--- src/rtl/mem_arbiter.sv ---
// Round-robin arbiter between instruction fetch and data load/store for a single-ported
// memory; sequences the two-step read (latch, push) and the one-step write.
module mem_arbiter (
  input  logic        clk,
  input  logic        rst,
  input  logic        if_req,
  input  logic [15:0] if_addr,
  output logic        if_ack,
  output logic [15:0] if_data,
  input  logic        dm_req,
  input  logic        dm_we,
  input  logic [15:0] dm_addr,
  input  logic [15:0] dm_wdata,
  output logic        dm_ack,
  output logic [15:0] dm_rdata,
  output logic        mem_i_read,
  output logic        mem_d_read,
  output logic        mem_d_write,
  output logic        mem_i_push,
  output logic        mem_d_push,
  output logic [15:0] mem_i_addr,
  output logic [15:0] mem_d_addr,
  input  logic [15:0] mem_bus_in,
  output logic [15:0] mem_bus_out,
  output logic        mem_bus_oe
);

  typedef enum logic [2:0] {
    IDLE,
    I_READ,
    I_PUSH,
    D_READ,
    D_PUSH,
    D_WRITE
  } state_t;

  state_t state_reg;
  logic   last_grant_d_reg;
  logic   grant_i;
  logic   grant_d;

  // On a tie the port that did not win last time gets the grant.
  assign grant_i = if_req && (!dm_req || last_grant_d_reg);
  assign grant_d = dm_req && !grant_i;

  // Strobes and acks are registered one cycle ahead of the state they belong to,
  // so each output lines up exactly with its state.
  always_ff @(posedge clk or posedge rst) begin
    if (rst) begin
      state_reg        <= IDLE;
      last_grant_d_reg <= 1'b1;
      mem_i_read       <= 1'b0;
      mem_i_push       <= 1'b0;
      mem_d_read       <= 1'b0;
      mem_d_push       <= 1'b0;
      mem_d_write      <= 1'b0;
      mem_bus_oe       <= 1'b0;
      if_ack           <= 1'b0;
      dm_ack           <= 1'b0;
      if_data          <= 16'h0000;
      dm_rdata         <= 16'h0000;
      mem_i_addr       <= 16'h0000;
      mem_d_addr       <= 16'h0000;
      mem_bus_out      <= 16'h0000;
    end else begin
      mem_i_read  <= 1'b0;
      mem_i_push  <= 1'b0;
      mem_d_read  <= 1'b0;
      mem_d_push  <= 1'b0;
      mem_d_write <= 1'b0;
      mem_bus_oe  <= 1'b0;
      if_ack      <= 1'b0;
      dm_ack      <= 1'b0;
      unique case (state_reg)
        IDLE: begin
          if (grant_i) begin
            state_reg        <= I_READ;
            mem_i_read       <= 1'b1;
            mem_i_addr       <= if_addr;
            last_grant_d_reg <= 1'b0;
          end else if (grant_d) begin
            mem_d_addr       <= dm_addr;
            last_grant_d_reg <= 1'b1;
            if (dm_we) begin
              state_reg   <= D_WRITE;
              mem_d_write <= 1'b1;
              mem_bus_oe  <= 1'b1;
              mem_bus_out <= dm_wdata;
            end else begin
              state_reg  <= D_READ;
              mem_d_read <= 1'b1;
            end
          end
        end
        I_READ: begin
          state_reg  <= I_PUSH;
          mem_i_push <= 1'b1;
        end
        I_PUSH: begin
          state_reg <= IDLE;
          if_data   <= mem_bus_in;
          if_ack    <= 1'b1;
        end
        D_READ: begin
          state_reg  <= D_PUSH;
          mem_d_push <= 1'b1;
        end
        D_PUSH: begin
          state_reg <= IDLE;
          dm_rdata  <= mem_bus_in;
          dm_ack    <= 1'b1;
        end
        D_WRITE: begin
          state_reg <= IDLE;
          dm_ack    <= 1'b1;
        end
        default: state_reg <= IDLE;
      endcase
    end
  end

endmodule

--- config.mk ---
export PLATFORM = sky130hd
export DESIGN_NAME = mem_arbiter
export DESIGN_NICKNAME = d
export VERILOG_FILES = /design/src/rtl/mem_arbiter.sv
export SDC_FILE = /design/constraint.sdc
export NUM_CORES = 1
export LEC_CHECK = 0
export BUFFER_PORTS_ARGS = -buffer_cell sky130_fd_sc_hd__clkbuf_2
export CAP_MARGIN = 20
export CORE_ASPECT_RATIO = 1.5
export CORE_UTILIZATION = 40
export CTS_CLUSTER_DIAMETER = 100
export DETAILED_ROUTE_END_ITERATION = 16
export MAX_ROUTING_LAYER = met4
export PLACE_DENSITY_LB_ADDON = 0.08
export SLEW_MARGIN = 20
export SYNTH_ARGS = -nofsm -noshare
export SYNTH_HDL_FRONTEND = slang
export SYNTH_SLANG_ARGS = --single-unit
--- constraint.sdc ---
create_clock -name clk -period 4.35 [get_ports clk]
set_input_delay 0.435 -clock clk [delete_from_list [all_inputs] [get_ports clk]]
set_output_delay 0.435 -clock clk [all_outputs]
set_load 0.005 [all_outputs]
==> qor.txt <==
Status = finished, final reports clean
Post-Synth Simple-Gate Area = 3.997%
CP Cell Sequence = nor3_4 > nand4_4 > mux2_4
Setup TNS = 0 ns
# clock sinks = 91
Largest net degree at the start of global routing = 58
Core Region = 8413 sq um
FF-to-FF setup slack = 2.52 ns
Area of placed instances = 4338 sq um
Crit path time final = 1.825 ns
I/O Pins = 157
Vias = 2228
Pwr/cell area = 740.0 nW/um^2
Number of buffers and inverters on the critical path = 0
Fmax achieved = 547.9 MHz
Vias in the first global route = 2218
Synth top cells by count = dfrtp_1 (90), mux2_2 (68), mux2_4 (9)
Avg Cell Area, Syn = 17.20 sq um
Compound-gate portion of the synthesized area = 0.9363%
Largest cells by area after synthesis = dfrtp_1 (65%), mux2_2 (22%), mux2_4 (3.9%)
Share of post-route cells with drive strength above 1 = 70.30%
1st-iter DRT viols = 58
Initial Utilization = 41.30%
Max-cap viol count = 0
Grt total ovfl = 0
Worst skew pair latency = 0.33 ns
Area leader, netlist = dfrtp_1
Critical Path Start = state_reg[0]$_DFFE_PP0P_
Xor/xnor share of the synthesized area = 0%
Final Wtd Congestion = 0.6786
Final setup vio count = 0
Pins Over Slew Limit = 0
Vias per cell = 4.700
Hold WS = 0.2091 ns
Die X-Extent = 78.10 microns
Hold Buf Count CTS = 0
Number of cell rows = 41
Max VDD drop = 0.3219 mV
Slew @ Worst Pin = 0.6925 ns
EDFF count, synth = 0
R2R Path End = mem_bus_out[5]$_DFFE_PP0P_
Cell family with most CP delay = simple AND/OR/NAND/NOR gates
CP max stage delay = 0.46 ns
Levels on crit path = 3
Die Height = 116.1 microns
CP endpoint kind = flop
Cell Count, Final, Fillers Out = 474
Drt wl/cell = 14.81 microns
Post-Synth Adder-Cell Area = 0%
N_diodes = 0
DRC = 0
Most used DFF post-synth = dfrtp_1
Worst r2r path cells = 3
Synth async-reset ratio = 100.0%
Total Routed Length = 7020 microns
Critical register-to-register path startpoint = state_reg[0]$_DFFE_PP0P_
Post-Syn Area = 3475 sq um
Post-CTS Setup Bufs = 0
Layout Nets = 432
WP data required = 4.56 ns
Placed cell count = 459
Final Hold Fails = 0
Slew HR = 53.83%
CP endpoint = mem_bus_out[5]$_DFFE_PP0P_
Initial antenna violation count = 0
Cell area after layout = 4619 sq um
Tot GR Track Use = 16.63%
DP HPWL = 5161 microns
Crit Path Max Fanout = 17
CTS tree = yes
Leak = 0.002355 uW
Share of the synthesized area in the top cell type = 64.82%
Yosys warnings = 0
Top-count cell post-synth = dfrtp_1
Kind of critical path = flop to flop
Clock buffer depth = 2
Register Area = 2278 sq um
Detailed Routing Iterations Pass 1 = 4
Final Skew = 0.004153 ns
Die ar. = 9071 sq um
Mux contribution to synthesized area = 26.90%
Area of the multi-input gates = 1106 sq um
Post-Synthesis Cells = 202
Synth unique cells = 25
Main combinational cell family by area after synthesis = multiplexers
Final period util = 41.96%
Htree depth = 3
Seq cells post-synth = 91
Worst EP arrival = 2.04 ns
Slowest library cell on the worst path = dfrtp_1
Layout area overhead = 32.95%
Post-route ant nets = 0
Root Buffer = clkbuf_16
CTS clk-pin slew, worst paths = 0.06 ns
Hold Crit Class = input pin to async pin
RSZ-0062 raised after global routing = false
CTS resizes = 0
# fillers = 753
Nature of the critical path startpoint = flop
Net Count, Synth = 271
First-pass GRT wire length = 11120 microns
Sequential cell area fraction in the yosys report = 65.57%
Port bufs = 156
TritonCTS buffer count = 9
==> layer usage <==
metal,track usage (%),share of wire [%],wire length (microns),up-vias
li1,-,-,-,1023
met1,19.92,41,2857,1113
met2,27.19,53,3699,82
met3,2.656,4.7,328,10
met4,8.519,1.9,134,0
met5,-,0,0,-
==> cell type report <==
cell class              instances  share of cell area, %
flip-flops and latches         91                  49.32
multi-input cells              98                  23.94
repair buffers                159                  17.39
clock buffers                  13                  5.850
well taps                     107                  2.898
inverters                       4                 0.3792
clock inverters                 2                 0.2167
==> where the power goes <==
part / internal [uW] / switching [uW]
registers: 1270 / 226
clock network: 429 / 289
logic: 732 / 470
==> worst min path at each step <==
stage                              start                          to  slack (ns)
3_5_place_dp   mem_d_addr[1]$_DFFE_PP0P_   mem_d_addr[1]$_DFFE_PP0P_        0.49
6_report                             rst  mem_bus_out[8]$_DFFE_PP0P_        0.21
5_1_grt                              rst        mem_bus_oe$_DFF_PP0_        0.28
2_1_floorplan  mem_d_addr[0]$_DFFE_PP0P_   mem_d_addr[0]$_DFFE_PP0P_        0.49
4_1_cts                       dm_addr[1]   mem_d_addr[1]$_DFFE_PP0P_        0.31
3_3_place_gp   mem_d_addr[1]$_DFFE_PP0P_   mem_d_addr[1]$_DFFE_PP0P_        0.48
==> placed cells by master, fill, tap and decap left out, types with 3 or more instances in the layout <==
| cell type | netlist | layout |
|---|---|---|
| clkbuf_8 | 0 | 3 |
| inv_1 | 4 | 3 |
| dfrtp_1 | 90 | 90 |
| clkbuf_16 | 0 | 9 |
| mux2_2 | 68 | 68 |
| mux2_1 | 3 | 3 |
| buf_4 | 2 | 3 |
| mux2_4 | 9 | 9 |
| clkbuf_2 | 1 | 156 |
==> kinds of logic (layout without fill, tap and decap cells) <==
logic type / after synthesis / count (layout)
buf+inv: 13 / 178
mux: 80 / 80
compound gates: 5 / 5
flops: 91 / 91
simple gates: 13 / 13
==> metrics by stage <==
step	worst slack (ns)	total power, uW	util [%]
floorplan	1.553	2198	-
detailed placement	2.485	2748	51.56
finish	2.525	3419	54.91
global placement	2.546	2711	51.56
CTS	2.494	3482	54.89
global route	2.414	3659	54.91
(Power assumes the default switching activity.)
